## src/rtl/mem_interconnect.sv

```systemverilog
// Single-outstanding CPU-to-slave memory interconnect: address decode, byte lanes, load extension.
// Define MEM_INTERCONNECT_TIMEOUT_EN to add a WAIT-state watchdog that answers with an error.
module mem_interconnect #(
  parameter int ADDR_W  = 32,
  parameter int NCH     = 4,
  parameter int DEC_MSB = 31,
  parameter int DEC_LSB = 28,
  parameter logic [NCH*(DEC_MSB-DEC_LSB+1)-1:0] CH_TAGS = {4'h8, 4'h4, 4'h2, 4'h1},
  parameter int TIMEOUT = 255
) (
  input  logic                clk,
  input  logic                rst,
  input  logic                req_valid,
  output logic                req_ready,
  input  logic [ADDR_W-1:0]   req_addr,
  input  logic                req_we,
  input  logic [1:0]          req_size,
  input  logic                req_unsigned,
  input  logic [31:0]         req_wdata,
  output logic                rsp_valid,
  output logic [31:0]         rsp_rdata,
  output logic                rsp_err,
  output logic [NCH-1:0]      s_en,
  output logic [ADDR_W-1:0]   s_addr,
  output logic [31:0]         s_wdata,
  output logic [4*NCH-1:0]    s_wbe,
  input  logic [32*NCH-1:0]   s_rdata,
  input  logic [NCH-1:0]      s_ack
);

  localparam int TAG_W = DEC_MSB - DEC_LSB + 1;
  localparam int CH_W  = (NCH > 1) ? $clog2(NCH) : 1;

  typedef enum logic [1:0] {IDLE, ISSUE, WAIT, RESP} state_e;

  state_e              state_q, state_d;
  logic [ADDR_W-1:0]   addr_q, addr_d;
  logic                we_q, we_d;
  logic [1:0]          size_q, size_d;
  logic                uns_q, uns_d;
  logic [31:0]         wdata_q, wdata_d;
  logic [CH_W-1:0]     ch_q, ch_d;
  logic [31:0]         rsp_rdata_q, rsp_rdata_d;
  logic                rsp_err_q, rsp_err_d;

  logic                dec_hit;
  logic [CH_W-1:0]     dec_ch;
  logic                misalign;
  logic                req_bad;
  logic                ack_sel;
  logic [31:0]         rdata_sel;
  logic [3:0]          lane_be;

`ifdef MEM_INTERCONNECT_TIMEOUT_EN
  localparam int WD_W = $clog2(TIMEOUT + 1);
  logic [WD_W-1:0]     wdog_q, wdog_d;
`endif

  // Places the addressed byte/half at bit 0 and extends it; words pass through untouched.
  function automatic logic [31:0] load_extract(input logic [31:0] word, input logic [1:0] off,
                                               input logic [1:0] size, input logic uns);
    logic [15:0] lane16;
    lane16 = 16'(word >> {off, 3'b000});
    case (size)
      2'd0:    return uns ? {24'h0, lane16[7:0]} : {{24{lane16[7]}}, lane16[7:0]};
      2'd1:    return uns ? {16'h0, lane16}      : {{16{lane16[15]}}, lane16};
      default: return word;
    endcase
  endfunction

  // Scan downward so that on duplicated tags the lowest channel is the last writer.
  always_comb begin
    dec_hit = 1'b0;
    dec_ch  = '0;
    for (int k = NCH - 1; k >= 0; k--) begin
      if (req_addr[DEC_MSB:DEC_LSB] == CH_TAGS[k*TAG_W +: TAG_W]) begin
        dec_hit = 1'b1;
        dec_ch  = CH_W'(k);
      end
    end
  end

  always_comb begin
    case (req_size)
      2'd0:    misalign = 1'b0;
      2'd1:    misalign = req_addr[0];
      2'd2:    misalign = |req_addr[1:0];
      default: misalign = 1'b1;
    endcase
  end

  assign req_bad   = misalign | ~dec_hit;
  assign ack_sel   = s_ack[ch_q];
  assign rdata_sel = s_rdata[ch_q*32 +: 32];

  // NOTE: every variable gets a default before the case so no path leaves it unassigned (no latches).
  always_comb begin
    state_d     = state_q;
    addr_d      = addr_q;
    we_d        = we_q;
    size_d      = size_q;
    uns_d       = uns_q;
    wdata_d     = wdata_q;
    ch_d        = ch_q;
    rsp_rdata_d = rsp_rdata_q;
    rsp_err_d   = rsp_err_q;
`ifdef MEM_INTERCONNECT_TIMEOUT_EN
    wdog_d      = '0;
`endif
    case (state_q)
      IDLE: begin
        if (req_valid && req_ready) begin
          addr_d  = req_addr;
          we_d    = req_we;
          size_d  = req_size;
          uns_d   = req_unsigned;
          wdata_d = req_wdata;
          ch_d    = dec_ch;
          if (req_bad) begin
            state_d     = RESP;
            rsp_err_d   = 1'b1;
            rsp_rdata_d = '0;
          end else begin
            state_d   = ISSUE;
            rsp_err_d = 1'b0;
          end
        end
      end
      ISSUE: state_d = WAIT;
      WAIT: begin
        if (ack_sel) begin
          state_d     = RESP;
          rsp_err_d   = 1'b0;
          rsp_rdata_d = we_q ? 32'h0 : load_extract(rdata_sel, addr_q[1:0], size_q, uns_q);
        end
`ifdef MEM_INTERCONNECT_TIMEOUT_EN
        else if (wdog_q == WD_W'(TIMEOUT - 1)) begin
          state_d     = RESP;
          rsp_err_d   = 1'b1;
          rsp_rdata_d = '0;
        end else begin
          wdog_d = wdog_q + 1'b1;
        end
`endif
      end
      RESP:    state_d = IDLE;
      default: state_d = IDLE;
    endcase
  end

  // NOTE: sequential state uses non-blocking assignments so all registers update from pre-edge values.
  always_ff @(posedge clk) begin
    if (rst) begin
      state_q     <= IDLE;
      addr_q      <= '0;
      we_q        <= 1'b0;
      size_q      <= '0;
      uns_q       <= 1'b0;
      wdata_q     <= '0;
      ch_q        <= '0;
      rsp_rdata_q <= '0;
      rsp_err_q   <= 1'b0;
`ifdef MEM_INTERCONNECT_TIMEOUT_EN
      wdog_q      <= '0;
`endif
    end else begin
      state_q     <= state_d;
      addr_q      <= addr_d;
      we_q        <= we_d;
      size_q      <= size_d;
      uns_q       <= uns_d;
      wdata_q     <= wdata_d;
      ch_q        <= ch_d;
      rsp_rdata_q <= rsp_rdata_d;
      rsp_err_q   <= rsp_err_d;
`ifdef MEM_INTERCONNECT_TIMEOUT_EN
      wdog_q      <= wdog_d;
`endif
    end
  end

  always_comb begin
    case (size_q)
      2'd0:    lane_be = 4'b0001 << addr_q[1:0];
      2'd1:    lane_be = 4'b0011 << addr_q[1:0];
      default: lane_be = 4'b1111;
    endcase
  end

  always_comb begin
    case (size_q)
      2'd0:    s_wdata = {4{wdata_q[7:0]}};
      2'd1:    s_wdata = {2{wdata_q[15:0]}};
      default: s_wdata = wdata_q;
    endcase
  end

  // Select and byte enables exist only in the single ISSUE cycle.
  always_comb begin
    s_en  = '0;
    s_wbe = '0;
    if (state_q == ISSUE) begin
      s_en[ch_q] = 1'b1;
      if (we_q) s_wbe[ch_q*4 +: 4] = lane_be;
    end
  end

  assign req_ready = (state_q == IDLE) && !rst;
  assign rsp_valid = (state_q == RESP);
  assign rsp_rdata = rsp_rdata_q;
  assign rsp_err   = rsp_err_q;
  assign s_addr    = addr_q;

endmodule

```

## config.mk

```make
export PLATFORM = sky130hd
export DESIGN_NAME = mem_interconnect
export DESIGN_NICKNAME = d
export VERILOG_FILES = /design/src/rtl/mem_interconnect.sv
export SDC_FILE = /design/constraint.sdc
export NUM_CORES = 1
export LEC_CHECK = 0
export CAP_MARGIN = 20
export CORE_ASPECT_RATIO = 0.9
export CORE_UTILIZATION = 37
export DETAILED_ROUTE_END_ITERATION = 8
export GPL_TIMING_DRIVEN = 0
export PLACE_DENSITY = 0.79
export SYNTH_ARGS = -nofsm -noshare
export SYNTH_HDL_FRONTEND = slang
export SYNTH_SLANG_ARGS = --single-unit
```

## constraint.sdc

```tcl
create_clock -name clk -period 3.81 [get_ports clk]
set_clock_uncertainty 0.1 [all_clocks]
set_input_delay 0.5715 -clock clk [delete_from_list [all_inputs] [get_ports clk]]
set_output_delay 0.5715 -clock clk [all_outputs]
set_load 0.03 [all_outputs]
```

==> summary.md, run 1 <==
| Metric | Value |
|---|---|
| Status | finished clean |
| Synth cell types | 49 |
| Starting DRT DRC Count | 508 |
| Cell depth of the worst setup path | 5 |
| Die width | between 100 and 150 um |
| Critical hold path startpoint | rsp_rdata[15] |
| Slew margin rel. | 26.31% |
| CTS H-tree lvls | 3 |
| Largest net degree at the start of global routing | 22 |
| Post-CTS Hold Fix Bufs | 0 |
| Clk root buf | clkbuf_16 |
| Num rows | 45 |
| CP Data Required Time | 3.14 ns |
| Core Area | 16890 um2 |
| Residual DRC | 0 |
| Reg2Reg Launch Point | state_q[0] |
| Layout area overhead | 59.58% |
| Setup TNS | 0 ns |
| FF+latch area | 2103 um2 |
| Max-slew violation count | 0 |
| Worst Hold Class | reg -> reg |
| Hold Crit Depth | 2 |
| Nets | approximately 1300 |
| Total power | 4.765 mW |
| Final setup viols | 0 |
| Multi-input gate area | 3926 um2 |
| Post-Syn Area | 6377 um2 |
| Wire per inst | approximately 20 um |
| Worst Path Buf+Inv | 3 |
| Slowest CP cell | clkdlybuf4s50_1 |
| Actual slew at the worst max-slew pin | ~1.1 ns |
| Synth Flop Type | dfxtp_1 |
| Fin crit period | 3.580 ns |
| Seq cells post-synth | roughly 110 |
| Reg clk slew, reported paths | roughly 0.07 ns |
| Final Non-Filler Cells | 1337 |
| Post-synth EDFFs | 0 |
| Skew-Pair Late Insertion Delay | around 0.36 ns |
| Crit path max-delay family | buffers and inverters |
| Final hold violation count | 0 |
| Antenna Violating Nets Remaining | 0 |
| HPWL Detailed | around 20000 um |
| TritonCTS buffer count | 9 |
| GPL Wtd Cong | 0.9363 |
| Max Buffers Root-to-Sink | 2 |
| Die Area | 17770 um2 |
| Post-CTS setup buffers | 0 |
| Total routed wirelength | 25970 um |
| RSZ-0062 raised after global routing | false |
| Synth Net Count | around 1000 |
| CTS Sinks | 105 |
| Layout cells sized above 1 | 7.815% |
| Final cycle utilization of the critical path | 93.95% |
| Wire length of the first global-routing pass | 39250 um |
| Worst hold slack | 0.3617 ns |
| # fillers | 1579 |
| Static leakage | 3.984 nW |
| Vias in the first global route | 6907 |
| Sequential share of the synthesized area | 32.96% |
| Crit path max fanout | 10 |
| Worst r2r path cells | 8 |
| Crit start category | register |
| CP max stage delay | ~0.7 ns |
| Syn Area/Cell | approximately 8 um2 |
| Dpl cells | 1324 |
| Setup slack, reg-to-reg | ~0.97 ns |
| Worst setup EP type | primary output |
| Via count | 7166 |
| Ys async rst share | 0% |
| Worst EP arrival | a little under 3 ns |
| FF-to-FF End | rsp_rdata[31] |
| Number of max-cap violations | 0 |
| Vias/cell | 5.360 |
| Endpoint of the worst hold path | rsp_rdata[15] |
| Max Clk Rate | 0.2794 GHz |
| TritonCTS clock tree | yes |
| Worst IR Drop VDD | 0.3035 mV |
| Global route overflow | 0 |
| Initial Utilization | 37.76% |
| Critical path class | reg -> out |
| Inserted Diodes | 0 |
| Yosys warnings | 0 |
| Initial antenna violation count | 0 |
| Worst path cell trace | clkbuf_1, buf_1, mux2i_1, o21ai_0, clkdlybuf4s50_1 |
| Cells after synthesis | 793 |
| IO Pins | 322 |
| Die Span Y | 126.6 um |
| Drt pass-1 iters | 5 |
| PwrDens | roughly 470 nW/um2 |
| Core Util, Final | 60.25% |
| GRT Util Overall | slightly below 30% |
| Port bufs | 320 |
cell usage after synthesis, types with 4 or more instances:
master,number,area (um2)
nand2_1,196,735.7
dfxtp_1,105,2102
nand3b_1,71,533.0
mux2i_1,57,570.6
nor2_1,49,183.9
clkbuf_1,43,161.4
a21oi_1,29,145.1
mux2_2,26,292.8
o21ai_0,20,100.1
nor3_1,16,80.08
a22o_1,15,131.4
buf_4,13,97.59
nand2b_1,11,68.82
ha_1,10,125.1
nor2b_1,10,62.56
o211ai_1,10,75.07
o21ai_2,10,87.58
a22oi_1,9,67.56
buf_2,9,45.04
mux4_2,8,180.2
o22ai_1,8,50.05
a221oi_1,7,61.31
a31oi_1,7,43.79
and2_1,7,43.79
nand3_1,7,35.03
buf_1,6,22.52
inv_1,4,15.01
layer usage:
layer	global-route usage (%)	part of all wire (%)	up-vias
li1	-	-	3423
met2	51.38	49	380
met4	11.57	3.3	0
met5	0	0	-
met3	7.701	9.4	58
met1	33.43	39	3305
cell families (layout without fill, tap and decap cells):
logic type / Yosys count / after routing / share of synthesized area (%)
flops: 105 / 105 / 32.96
fa+ha+maj: 10 / 10 / 1.962
mux: 91 / 91 / 16.36
compound gates: 129 / 129 / 14.26
buf+inv: 77 / 410 / 5.473
xor+xnor: 3 / 3 / 0.4121
simple gates: 378 / 378 / 28.57
registers in the layout (all words and copies together) (netlist names):
register	cells
size_q	2
state_q	2
rsp_err	1
ch_q	2
rsp_rdata	32
wdata_q	32
we_q	1
s_addr	32
uns_q	1
cell usage in the layout, fill, tap and decap left out, types with 9 or more instances in the layout:
cell,instances
o21ai_2,10
nor2_1,49
o211ai_1,10
clkbuf_16,9
a22o_1,15
nand3b_1,71
nor3_1,16
mux2i_1,57
o21ai_0,20
a21oi_1,29
clkbuf_1,43
nor2b_1,10
nand2b_1,11
buf_4,15
dfxtp_1,104
clkdlybuf4s50_1,304
ha_1,10
dlygate4sd2_1,16
mux2_2,26
a22oi_1,9
nand2_1,196
final cells by class:
type	instances	area share, %
clock inverters	6	1.193
multi-input cells	611	38.58
repair buffers	320	31.28
flip-flops and latches	105	20.67
clock buffers	10	2.250
well taps	211	2.594
inverters	6	0.2213
plain buffers	68	3.221
worst min-delay path, stage by stage (launching register included):
cell and delay [ns]:
dfxtp_1 0.33, nand2_1 0.04, o21ai_0 0.05
report_power, final:
part / internal, mW / switching, mW
Clock: 0.655 / 0.460
Combinational: 0.932 / 1.27
Sequential: 1.29 / 0.152
Total: 2.88 / 1.89
worst max path at each step:
stage	start	end
2_1_floorplan	ch_q[0]	s_wbe[0]
3_3_place_gp	ch_q[0]	s_wbe[6]
3_5_place_dp	ch_q[0]	s_wbe[3]
4_1_cts	size_q[1]	s_wdata[31]
5_1_grt	ch_q[1]	s_wbe[4]
6_report	size_q[0]	s_wdata[24]
per-stage QoR:
step | area, um2 | setup slack, ns
final | 10180 | 0.2304
after global routing | 10180 | 0.04691
after CTS | 10180 | 0.04991
after detailed placement | 9844 | -0.1916
after global placement | 9844 | -0.1234
after floorplan | 6377 | 0.7888
what timing repair did:
item                                   CTS  global route
setup endpoints to repair               26            18
resized for setup                       22             1
endpoints found under the hold margin    0             0
gates cloned                             0             0
No activity file was read; power rests on OpenSTA's default activity.
==> inputs of run 2 (changes only) <==
CTS_CLUSTER_DIAMETER = 80   (was default)
HOLD_SLACK_MARGIN = 0.05   (was default)
==> results of run 2 <==
No change in the layout: final DEF, timing and power equal those of run 1.
